### config.mk
export PLATFORM = sky130hd
export DESIGN_NAME = machine_d_sequencer_flat
export DESIGN_NICKNAME = d
export VERILOG_FILES = /design/src/rtl/machine_d_sequencer_if.sv /design/src/rtl/machine_d_sequencer.sv /design/src/flat_wrapper.sv
export SDC_FILE = /design/constraint.sdc
export NUM_CORES = 1
export LEC_CHECK = 0
export ABC_AREA = 1
export CAP_MARGIN = 10
export CORE_ASPECT_RATIO = 0.7
export CORE_MARGIN = 2
export CORE_UTILIZATION = 55
export DETAILED_ROUTE_END_ITERATION = 10
export PLACE_DENSITY = 0.84
export SYNTH_ARGS = -nofsm -noshare
export SYNTH_HDL_FRONTEND = slang
export SYNTH_SLANG_ARGS = --single-unit
### constraint.sdc
create_clock -name CLK -period 2.61 [get_ports CLK]
set_clock_uncertainty 0.05 [all_clocks]
set_input_delay 0.783 -clock CLK [delete_from_list [all_inputs] [get_ports CLK]]
set_output_delay 0.783 -clock CLK [all_outputs]
set_load 0.02 [all_outputs]
### src/rtl/machine_d_sequencer_if.sv
// Handshake and data bundle between a host/bench and machine_d_sequencer.
// Optional macro SEQ_REPEAT_EN adds the repeat_mode request line.
// Timing contract: start, stop, pattern, length, f_in, s_in and repeat_mode are
// sampled on the rising clock edge. Every sequencer output is registered and
// changes only just after a rising edge. start is a request that is honoured
// only in IDLE and is never queued. done is a single-cycle completion pulse and
// needs no acknowledge.
// repeat_mode carries the "repeat" request ("repeat" is a reserved word).
interface machine_d_sequencer_if #(
  parameter int PAT_W = 16,
  parameter int CNT_W = 8,
  parameter int LEN_W = $clog2(PAT_W + 1)
);
  logic             start;
  logic             stop;
  logic [PAT_W-1:0] pattern;
  logic [LEN_W-1:0] length;
  logic             f_in;
  logic [2:0]       s_in;
`ifdef SEQ_REPEAT_EN
  logic             repeat_mode;
`endif
  logic             x;
  logic             busy;
  logic             done;
  logic [CNT_W-1:0] f_count;
  logic [2:0]       last_s;
  logic [1:0]       dbg_state;

  modport master (
    output start, stop, pattern, length, f_in, s_in,
`ifdef SEQ_REPEAT_EN
    output repeat_mode,
`endif
    input  x, busy, done, f_count, last_s, dbg_state
  );

  modport slave (
    input  start, stop, pattern, length, f_in, s_in,
`ifdef SEQ_REPEAT_EN
    input  repeat_mode,
`endif
    output x, busy, done, f_count, last_s, dbg_state
  );
endinterface

### src/rtl/machine_d_sequencer.sv
// Test-pattern controller for a 1-bit-input FSM. It shifts a programmed pattern
// onto x (LSB first, HOLD clocks per bit), drives x low for DRAIN clocks, then
// pulses done. While busy it counts the clocks on which F is high, and it
// captures S on the final busy clock.
// Optional macro SEQ_REPEAT_EN: the pattern wraps while repeat_mode is high.
module machine_d_sequencer #(
  parameter int PAT_W = 16,
  parameter int HOLD  = 2,
  parameter int DRAIN = 2,
  parameter int CNT_W = 8
) (
  input logic                   CLK,
  input logic                   RESET,
  machine_d_sequencer_if.slave  bus
);
  localparam int LEN_W  = $clog2(PAT_W + 1);
  localparam int HOLD_W = (HOLD > 1) ? $clog2(HOLD) : 1;
  localparam int DRN_W  = (DRAIN > 1) ? $clog2(DRAIN) : 1;

  typedef enum logic [1:0] {
    S_IDLE  = 2'd0,
    S_DRIVE = 2'd1,
    S_DRAIN = 2'd2,
    S_DONE  = 2'd3
  } state_t;

  state_t           r_state;
  logic [PAT_W-1:0] r_pat;
  logic [LEN_W-1:0] r_len;
  logic [LEN_W-1:0] r_idx;
  logic [HOLD_W-1:0] r_hold;
  logic [DRN_W-1:0] r_drn;
  logic             r_x;
  logic             r_busy;
  logic             r_done;
  logic [CNT_W-1:0] r_f_count;
  logic [2:0]       r_last_s;

  logic [LEN_W-1:0] w_len_clamped;
  logic [LEN_W-1:0] w_next_idx;
  logic             w_hold_end;
  logic             w_last_bit;
  logic             w_drain_end;
  logic             w_repeat;
  logic             w_f_sat;

`ifdef SEQ_REPEAT_EN
  assign w_repeat = bus.repeat_mode;
`else
  assign w_repeat = 1'b0;
`endif

  // Requested lengths beyond the pattern width are clamped to the full width.
  assign w_len_clamped = (int'(bus.length) > PAT_W) ? LEN_W'(PAT_W) : bus.length;
  assign w_next_idx    = r_idx + LEN_W'(1);
  assign w_hold_end    = (int'(r_hold) == HOLD - 1);
  assign w_last_bit    = (w_next_idx == r_len);
  assign w_drain_end   = (int'(r_drn) == DRAIN - 1);
  assign w_f_sat       = (r_f_count == {CNT_W{1'b1}});

  // Sequencer FSM. Every output is a register that is updated together with the state.
  always_ff @(posedge CLK or posedge RESET) begin
    if (RESET) begin
      r_state   <= S_IDLE;
      r_pat     <= '0;
      r_len     <= '0;
      r_idx     <= '0;
      r_hold    <= '0;
      r_drn     <= '0;
      r_x       <= 1'b0;
      r_busy    <= 1'b0;
      r_done    <= 1'b0;
      r_f_count <= '0;
      r_last_s  <= 3'd0;
    end else begin
      r_done <= 1'b0;
      // The F count covers exactly the clocks on which busy is high.
      if (r_busy && bus.f_in && !w_f_sat) begin
        r_f_count <= r_f_count + CNT_W'(1);
      end
      case (r_state)
        S_IDLE: begin
          // start takes priority over stop here, because stop means nothing in IDLE.
          if (bus.start) begin
            r_pat     <= bus.pattern;
            r_len     <= w_len_clamped;
            r_idx     <= '0;
            r_hold    <= '0;
            r_drn     <= '0;
            r_f_count <= '0;
            if (w_len_clamped == '0) begin
              r_state <= S_DONE;
              r_done  <= 1'b1;
            end else begin
              r_state <= S_DRIVE;
              r_busy  <= 1'b1;
              r_x     <= bus.pattern[0];
            end
          end
        end
        S_DRIVE: begin
          if (bus.stop) begin
            r_state  <= S_DONE;
            r_busy   <= 1'b0;
            r_done   <= 1'b1;
            r_x      <= 1'b0;
            r_last_s <= bus.s_in;
          end else if (w_hold_end) begin
            r_hold <= '0;
            if (!w_last_bit) begin
              r_idx <= w_next_idx;
              r_x   <= r_pat[w_next_idx];
            end else if (w_repeat) begin
              r_idx <= '0;
              r_x   <= r_pat[0];
            end else if (DRAIN > 0) begin
              r_state <= S_DRAIN;
              r_drn   <= '0;
              r_x     <= 1'b0;
            end else begin
              r_state  <= S_DONE;
              r_busy   <= 1'b0;
              r_done   <= 1'b1;
              r_x      <= 1'b0;
              r_last_s <= bus.s_in;
            end
          end else begin
            r_hold <= r_hold + HOLD_W'(1);
          end
        end
        S_DRAIN: begin
          if (bus.stop || w_drain_end) begin
            r_state  <= S_DONE;
            r_busy   <= 1'b0;
            r_done   <= 1'b1;
            r_x      <= 1'b0;
            r_last_s <= bus.s_in;
          end else begin
            r_drn <= r_drn + DRN_W'(1);
          end
        end
        S_DONE: begin
          // A start that arrives here is dropped, not queued.
          r_state <= S_IDLE;
        end
        default: begin
          r_state <= S_IDLE;
        end
      endcase
    end
  end

  assign bus.x         = r_x;
  assign bus.busy      = r_busy;
  assign bus.done      = r_done;
  assign bus.f_count   = r_f_count;
  assign bus.last_s    = r_last_s;
  assign bus.dbg_state = r_state;
endmodule

### src/flat_wrapper.sv
// flat-port wrapper written by rule: the top's interface ports become plain ports
module machine_d_sequencer_flat 
#(
  parameter int PAT_W = 16,
  parameter int HOLD  = 2,
  parameter int DRAIN = 2,
  parameter int CNT_W = 8
)
  (CLK, RESET, bus_start, bus_stop, bus_pattern, bus_length, bus_f_in, bus_s_in, bus_x, bus_busy, bus_done, bus_f_count, bus_last_s, bus_dbg_state);
  machine_d_sequencer_if #(.PAT_W(PAT_W), .CNT_W(CNT_W)) bus_i ();
  input logic CLK;
  input logic RESET;
  input wire logic [$bits(bus_i.start)-1:0] bus_start;
  input wire logic [$bits(bus_i.stop)-1:0] bus_stop;
  input wire logic [$bits(bus_i.pattern)-1:0] bus_pattern;
  input wire logic [$bits(bus_i.length)-1:0] bus_length;
  input wire logic [$bits(bus_i.f_in)-1:0] bus_f_in;
  input wire logic [$bits(bus_i.s_in)-1:0] bus_s_in;
  output wire logic [$bits(bus_i.x)-1:0] bus_x;
  output wire logic [$bits(bus_i.busy)-1:0] bus_busy;
  output wire logic [$bits(bus_i.done)-1:0] bus_done;
  output wire logic [$bits(bus_i.f_count)-1:0] bus_f_count;
  output wire logic [$bits(bus_i.last_s)-1:0] bus_last_s;
  output wire logic [$bits(bus_i.dbg_state)-1:0] bus_dbg_state;
  assign bus_i.start = bus_start;
  assign bus_i.stop = bus_stop;
  assign bus_i.pattern = bus_pattern;
  assign bus_i.length = bus_length;
  assign bus_i.f_in = bus_f_in;
  assign bus_i.s_in = bus_s_in;
  assign bus_x = bus_i.x;
  assign bus_busy = bus_i.busy;
  assign bus_done = bus_i.done;
  assign bus_f_count = bus_i.f_count;
  assign bus_last_s = bus_i.last_s;
  assign bus_dbg_state = bus_i.dbg_state;
  machine_d_sequencer #(.PAT_W(PAT_W), .HOLD(HOLD), .DRAIN(DRAIN), .CNT_W(CNT_W)) u_core (.CLK(CLK), .RESET(RESET), .bus(bus_i));
endmodule
; ---- After elaboration in Yosys (flattened, before gate mapping)
; Index checks and enable logic that the tools add are counted.
[word_totals]
word_cells = 96
output_inout_bits = 16
register_bits = 44
inputBits = 29
[op_classes]
add_sub_neg = 4
reduce_logical = 17
n_eq_ne = 16
muxes = 46
n_lt_le_gt_ge = 2
[op_table]
columns = cell, n
row1 = $mux W5, 5
row2 = $mux W8, 3
row3 = $mux W1, 21
row4 = $reduce_and A5 Y1, 3
row5 = $mux W2, 6
row6 = $ne A2 B2 Y1 const B, 6
row7 = $pmux W1 S3, 4
row8 = $pmux W5 S2, 1
row9 = $add A8 B1 Y8 const B, 1
row10 = $eq A8 B8 Y1 const B, 1
row11 = $pmux W2 S4, 1
row12 = $mux W3, 2
row13 = $ne A2 B1 Y1 const B, 3
row14 = $ne A3 B2 Y1 const B, 2
row15 = $pmux W3 S2, 1
row16 = $reduce_and A3 Y1, 2
row17 = $reduce_and A6 Y1, 1
row18 = $add A5 B1 Y5 const B, 1
row19 = $eq A5 B5 Y1, 1
row20 = $gt A5 B5 Y1 const B, 1
row21 = $logic_not A5 Y1, 1
row22 = $lt A5 B5 Y1 const B, 1
row23 = $bmux W1 S4, 1
row24 = $eq A2 B2 Y1 const B, 2
row25 = 11 further kinds, 14

; ---- Logic depth before layout (Yosys ltp)
; Gate-level depths: netlist (run 1).
[logic_depth]
depth_word = 7
mapped_depth = 13
depth_no_buf = 12

; ---- Worst setup path after synthesis (run 1)
; No wires, ideal clock.
[synth_timing]
kind = reg2reg
from = register u_core.r_state[1], in the netlist u_core.bus.dbg_state[1]
to = register u_core.r_idx[2]
slack_ns = 0.739
path_stages_with_launch = 10
synth_period_minus_slack_ns = 1.871
t_arrival_ns = 1.704
t_required_ns = 2.443
setup_ns = 0.117
n_path_buf = 1
cell_sequence = dfrtp_1 > inv_1 > ha_1 > buf_2 > nand2_1 > o211ai_1 > nor2_1 > o21ai_4 > nand2_1 > nand2_1
[synth_between]
elab_chain_cells = 3
elab_cells_between_ends = 9
classes_between = eq/ne: 5 / mux: 1 / reduce/logical: 3
[synth_rtl]
columns = element, line
row1 = "start, declared", machine_d_sequencer.sv:27  ; state_t r_state;
row2 = "start signal, assigned", machine_d_sequencer.sv:64  ; r_state <= S_IDLE;
row3 = "start signal, assigned", machine_d_sequencer.sv:92  ; r_state <= S_DONE;
row4 = "start signal, assigned", machine_d_sequencer.sv:95  ; r_state <= S_DRIVE;
row5 = $eq A2 B1 Y1 or $logic_not A2 Y1 (tied branches), machine_d_sequencer.sv:81  ; case (r_state)
row6 = "$ne A2 B1 Y1 (no source line), or another cell as far along", n/a
row7 = $reduce_and A5 Y1 (no source line), n/a
row8 = "end signal, assigned", machine_d_sequencer.sv:111  ; r_idx <= w_next_idx;
row9 = "end, declared", machine_d_sequencer.sv:30  ; logic [LEN_W-1:0] r_idx;
; Parallel ways exist; a longest one is shown, timed or not.
; A chain may end at the register's enable or synchronous reset.

; ---- Final worst setup path (run 1)
[layout_timing]
from = register u_core.r_f_count[7], in the netlist u_core.bus.f_count[7]
to = output port bus_f_count[7]
[layout_rtl]
columns = element, line
row1 = "start, declared", machine_d_sequencer.sv:36  ; logic [CNT_W-1:0] r_f_count;
row2 = "start signal, assigned", machine_d_sequencer.sv:79  ; r_f_count <= r_f_count + CNT_W'(1);
row3 = "end, declared", flat_wrapper.sv:22  ; output wire logic [$bits(bus_i.f_count)-1:0] bus_f_count;
; No word-level cell between the ends.

==> impl_metrics.ini, run 1 <==
[worst_setup_path]
crit_path_end_kind = output port
max_stage_delay_ps = 640
crit_end = bus_f_count[7]
r2r-end = u_core.bus.dbg_state[1]
worst_ep_required_time_ps = 1780
crit_fanout = 5
crit_path_start_kind = flip-flop
r2r_start = u_core.r_idx[1]
slowest_stage = clkdlybuf4s50_1
worstSetupPathType = flip-flop to output port
r2r_cells = 12
worstPathArrival_ps = 1380
r2r_slack_ps = 530
cp_num_cells = 1
critPathLaunch = u_core.bus.f_count[7]
cp_top_family = buffers and inverters
crit_buf_inv = 1
path_cells = clkdlybuf4s50_1

[floorplan]
coreArea_um2 = 4250
dieArea_um2 = 4900
rows = 20
start_util_pct = 56.2
die_w_um = 82.8
fp.dieH_um = 59.2
io_pins = 45

[timing]
fin_tns_setup_ps = 0
slew_viol_final = 0
setup_viol = 0
rsz0062_at_grt = false
fmax_ghz = 0.452
hold_viol = 0
fin_crit_sh_pct = 84.8
slew_headroom_pct = 54.0
tightest_slew_ps = 686
fin_crit_ps = 2210

[power_and_ir_drop]
clkPwrFrac_pct = 15.0
pwr-share-seq_pct = 35.3
p_leak_nw = 1.50
ir_drop_v = 0.000695
swShare_pct = 41.9
p_sw_mw = 1.37
power_density_nw_per_um2 = 1080
intPower_mw = 1.90
p_comb_share_pct = 49.7

[final_layout]
insertedDiodeCount = 0
drive_above_1_share_pct = 6.39
fin_area_um2 = 3020
stdcell_count = 415
fin_nets = 397
area.growth.synth_to_final_pct = 26.3

[synth]
syn_area_um2 = 2390
synth_top_cell_by_area = dfrtp_1
syn-num-nets = 349
seq_area_frac_synth_pct = 46.1
syn_avg_cell_area_um2 = 7.64
synth_top_cell_area_share_pct = 46.1
netlist_instances = 313
synth_seq_cells = 44
synth_common_cells = 120 x nand2_1, 44 x dfrtp_1, 33 x inv_1
synth-main-ff-cell = dfrtp_1
synth_cell_types = 31
synth_edf_count = 0
yosys_warnings = 0
synth.area.top_cells = dfrtp_1 46%, nand2_1 19%, inv_1 5.2%
post-synth-top-count-cell = nand2_1
synth_async_sr_flop_share_pct = 100

[drt]
dr.first_iter.drc_count = 192
vias = 2235
routed_wl_um = 5490
vias_per_cell = 5.39
wl_per_cell_um = 13.2
drc = 0
dr.pass1.iters = 4
postRouteAntennaNets = 0

[outcome]
outcome = complete, no violations

[clocking]
clk_pin_slew_ps = 80
cts-root-buf = clkbuf_8
postCtsHoldBufs = 0
cts_tree = built
numCtsBuffers = 5
h-tree-depth = 2
clockBufferDepth = 2
postCtsSetupBuffers = 0
cts_resized = 0
cts_sinks = 44
insertion_delay_ps = 290

[hold_path]
min_path_cells = 2
hold_class = flip-flop to flip-flop

[place]
portBuffers = 44
dp.cells = 409
place_area_um2 = 2920
gp_congestion = 0.864
dp_hpwl_um = 4010

[global_routing]
grt_max_degree = 27
antenna_found_initial = 0
grt_pass1_wl_um = 9350
grt_overflow = 0
groute.usage.overall_pct = 24.9
grt_pass1_vias = 2231

[flow_run]
drv_cap = 0
## metal layers
layer	part of all wire [%]	vias up	routed length [um]	track usage, %
met5	0	-	0	0
met4	0.58	0	32	5.85
met3	6.2	5	338	5.18
met2	48	70	2620	42.2
met1	45	1064	2490	33.0
li1	-	1096	-	-
## state kept, by name, summed over array words and instances (netlist names)
name                  flops
u_core.bus.busy           1
u_core.bus.dbg_state      2
u_core.bus.done           1
u_core.bus.f_count        8
u_core.bus.last_s         3
u_core.bus.x              1
u_core.r_drn              1
u_core.r_hold             1
u_core.r_idx              5
u_core.r_len              5
u_core.r_pat             16
## power by group through the flow
stage          Clock [mW]  Sequential, mW  Combinational, mW
3_3_place_gp            0            1.15               1.57
2_1_floorplan           0            1.24               1.01
5_1_grt             0.524            1.18               1.83
6_report            0.489            1.15               1.62
3_5_place_dp            0            1.15               1.62
4_1_cts             0.502            1.15               1.63
## logic make-up (layout without fill, tap and decap cells)
group,after synthesis,in the layout,synth area share [%]
muxes,4,4,1.88
DFF,44,44,46.1
xor gates and xnor gates,4,4,1.47
AOI/OAI and AO/OA,30,30,7.54
and+or+nand+nor,182,182,32.4
adders and majority gates,7,7,3.66
buffers and inverters,42,89,6.96
## stage by stage
stage	utilization [%]	total power, mW	hold WS [ps]	setup slack, ps
2_1_floorplan	-	2.24	399	739
3_3_place_gp	68.6	2.71	412	256
3_5_place_dp	68.6	2.77	416	180
4_1_cts	70.9	3.28	438	397
5_1_grt	70.9	3.54	464	261
6_report	70.9	3.27	437	397
## worst min-delay path by stage
stage | startpoint | to | slack, ps
2_1_floorplan | u_core.r_pat[12] | u_core.r_pat[12] | 400
3_3_place_gp | u_core.r_pat[10] | u_core.r_pat[10] | 410
3_5_place_dp | u_core.r_pat[2] | u_core.r_pat[2] | 420
4_1_cts | u_core.r_pat[2] | u_core.r_pat[2] | 440
5_1_grt | u_core.r_pat[2] | u_core.r_pat[2] | 460
6_report | u_core.r_pat[2] | u_core.r_pat[2] | 440
## worst register-to-register path: cells and delay by family (launching register included)
family	cells	cell delay, ps
simple gates	10	930
buf+inv	1	90
flops	1	430
fa+ha+maj	1	470
## area by class of cell
| type | count | area (um^2) |
|---|---|---|
| Fill cell | 350 | 1240 |
| Multi-Input combinational cell | 227 | 1120 |
| Sequential cell | 44 | 1100 |
| Timing Repair Buffer | 48 | 495 |
| Inverter | 35 | 131 |
| Clock buffer | 5 | 68.8 |
| Tap cell | 55 | 68.8 |
| Clock inverter | 1 | 30.0 |
## cells in the final DEF (no fill, tap or decap)
master           Yosys  routed
nand2_1            120     120
clkdlybuf4s50_1      0      44
dfrtp_1             44      44
inv_1               33      32
nor2_1              22      22
nand3_1             21      21
a21oi_1             11      11
nand4_1             10      10
o21ai_0              9       9
ha_1                 7       7
clkbuf_8             0       5
mux2_2               4       4
xor2_1               3       3
o22ai_1              3       3
inv_2                2       2
nor3_1               2       2
a211oi_1             2       2
buf_12               0       2
buf_4                2       2
o211ai_1             1       1
nand3_2              1       1
nor2_4               1       1
xnor2_1              1       1
nand2_2              1       1
nand3_4              1       1
o21ai_4              1       1
nor4_1               1       1
and3_1               1       1
o31ai_1              1       1
a21oi_2              1       1
a31oi_1              1       1
or2_2                1       1
clkinv_1             0       1
bufinv_16            0       1
(Power assumes the default switching activity.)
==> inputs of run 2 (changes only) <==
--- a/config.mk
+++ b/config.mk
@@ -9,9 +9,9 @@
 export CAP_MARGIN = 10
 export CORE_ASPECT_RATIO = 0.7
 export CORE_MARGIN = 2
-export CORE_UTILIZATION = 55
+export CORE_UTILIZATION = 52
 export DETAILED_ROUTE_END_ITERATION = 10
-export PLACE_DENSITY = 0.84
+export PLACE_DENSITY = 0.8
 export SYNTH_ARGS = -nofsm -noshare
 export SYNTH_HDL_FRONTEND = slang
 export SYNTH_SLANG_ARGS = --single-unit
==> constraint.sdc (replaced) <==
create_clock -name CLK -period 2.05 [get_ports CLK]
set_clock_uncertainty 0.05 [all_clocks]
set_input_delay 0.615 -clock CLK [delete_from_list [all_inputs] [get_ports CLK]]
set_output_delay 0.615 -clock CLK [all_outputs]
set_load 0.02 [all_outputs]
==> run 2 against run 1 <==
Effect of this change:
- sequential share of layout area shrank 0.77 points
- non-clock buffer count increased by 8
- clock-buffer cell count increased by 2
- global-route usage down 2.2 points
- critical path type unchanged
- critical endpoint is now bus_busy
==> impl_metrics.ini, run 2 (synthesis gave the netlist of run 1 again) <==
[power_and_ir_drop]
p_leak_nw = 1.56
ir_drop_v = 0.000888
power_density_nw_per_um2 = 1350

[place]
gp_congestion = 0.877
portBuffers = 44
pre_cts_ws_ps = 21.0
dp.cells = 417
dp_hpwl_um = 3820

[hold_path]
hold_class = flip-flop to flip-flop

[worst_setup_path]
worstPathArrival_ps = 1330
max_stage_delay_ps = 620
cp_top_family = buffers and inverters
crit_path_start_kind = flip-flop
crit_path_end_kind = output port
crit_buf_inv = 1
slowest_stage = clkdlybuf4s50_1
path_cells = clkdlybuf4s50_1
worst_ep_required_time_ps = 1380
crit_fanout = 4
worstSetupPathType = flip-flop to output port

[clocking]
cts-root-buf = clkbuf_8
cts_sinks = 44
numCtsBuffers = 5
clockBufferDepth = 2
h-tree-depth = 2
cts_tree = built
insertion_delay_ps = 300
clk_pin_slew_ps = 80

[drt]
dr.pass1.iters = 4
routed_wl_um = 5250
wl_per_cell_um = 12.4
vias = 2169
postRouteAntennaNets = 0
vias_per_cell = 5.10
drc = 0
dr.first_iter.drc_count = 143

[flow_run]
drv_cap = 0

[timing]
fin_crit_ps = 1990
tightest_slew_ps = 371
hold_viol = 0
slew_viol_final = 0
setup_viol = 0
fin_tns_setup_ps = 0
slew_headroom_pct = 75.0
timing.final.ws_setup_ps = 58.1
fin_crit_sh_pct = 97.2
fmax_ghz = 0.502
whs_ps = 434
rsz0062_at_grt = false

[floorplan]
start_util_pct = 54.6
coreArea_um2 = 4380
dieArea_um2 = 5160
die_w_um = 85.0
io_pins = 45
fp.dieH_um = 60.7
rows = 20

[final_layout]
insertedDiodeCount = 0
final_common_cell = nand2_1
fin_nets = 405
top_register = u_core.r_pat
stdcell_count = 425
final_cell_mix = 119 x nand2_1, 44 x dfrtp_1, 40 x clkdlybuf4s50_1
largest_register_ffs = 16
drive_above_1_share_pct = 9.73
area.growth.synth_to_final_pct = 29.0
fillers = 374

[global_routing]
antenna_found_initial = 0
grt_overflow = 0
groute.usage.overall_pct = 22.7
grt_pass1_wl_um = 9250
grt_pass1_vias = 2077
grt_max_degree = 45

[outcome]
outcome = complete, no violations
[run 2: cell count changes in the layout (fill, tap and decap cells not counted), moves of 2 or more]
cell	delta
buf_4	+8
clkdlybuf4s50_1	-4
dlygate4sd2_1	+2
dlymetal6s2s_1	+2
ha_1	-2
ha_2	+2
[run 2: routing by layer]
| metal | track usage [%] | vias up | share of wire, % |
|---|---|---|---|
| met5 | 0 | - | 0 |
| met4 | 4.08 | 0 | 0.40 |
| met3 | 5.58 | 3 | 5.7 |
| met2 | 37.2 | 57 | 43 |
| met1 | 31.6 | 999 | 50 |
| li1 | - | 1110 | - |
[run 2: path summary, 6_finish.rpt]
path                            startpoint               to  slack, ps  cells after the start
min reg2reg                u_core.r_pat[2]  u_core.r_pat[2]        430                      2
min in group asynchronous            RESET  u_core.r_len[3]        610                      3
max                        u_core.bus.busy         bus_busy         60                      1
max reg2reg                u_core.r_idx[1]  u_core.r_idx[1]        150                     11
max in group asynchronous            RESET  u_core.r_len[4]       1130                      3
min                        u_core.r_pat[2]  u_core.r_pat[2]        430                      2
[run 2: final cells by class]
type                       count  area [um^2]  share of cell area (%)
multi-input combinational    227         1130                    36.6
tap                           55         68.8                    2.23
sequential                    44         1100                    35.7
clock inverter                 1         7.51                   0.244
timing repair buffer          56          558                    18.1
clock buffer                   7         86.3                    2.80
inverter                      35          131                    4.26
[run 2: report_power, final]
group | internal [mW] | switching, mW | total (mW)
registers | 1.21 | 0.251 | 1.47
clock network | 0.274 | 0.292 | 0.565
logic | 0.920 | 1.21 | 2.13
[run 2: per-stage QoR]
stage | utilization [%] | instance area, um^2 | total power, mW
floorplan | - | 2390 | 2.86
global placement | 68.0 | 2980 | 3.55
detailed placement | 68.0 | 2980 | 3.59
CTS | 70.1 | 3070 | 4.16
global route | 70.4 | 3080 | 4.52
finish | 70.4 | 3080 | 4.16
[run 2: worst min-delay path, cell delays in order, from the launching register on]
cell     delay, ps
dfrtp_1        350
nand2_1         50
nand2_1         50
[run 2: repair_timing]
item / CTS / global route
endpoints found under the setup margin: 2 / 8
buffers inserted: 0 / 0
pin swaps: 0 / 0
hold buffers: 0 / 0
gates cloned: 0 / 0
gates resized for setup: 2 / 6
==> inputs of run 3 (changes only) <==
--- a/config.mk
+++ b/config.mk
@@ -12,6 +12,7 @@
 export CORE_UTILIZATION = 52
 export DETAILED_ROUTE_END_ITERATION = 10
 export PLACE_DENSITY = 0.8
+export SKIP_LAST_GASP = 1
 export SYNTH_ARGS = -nofsm -noshare
 export SYNTH_HDL_FRONTEND = slang
 export SYNTH_SLANG_ARGS = --single-unit
==> results of run 3 <==
The final DEF is identical to that of run 2; final timing and power are the same.
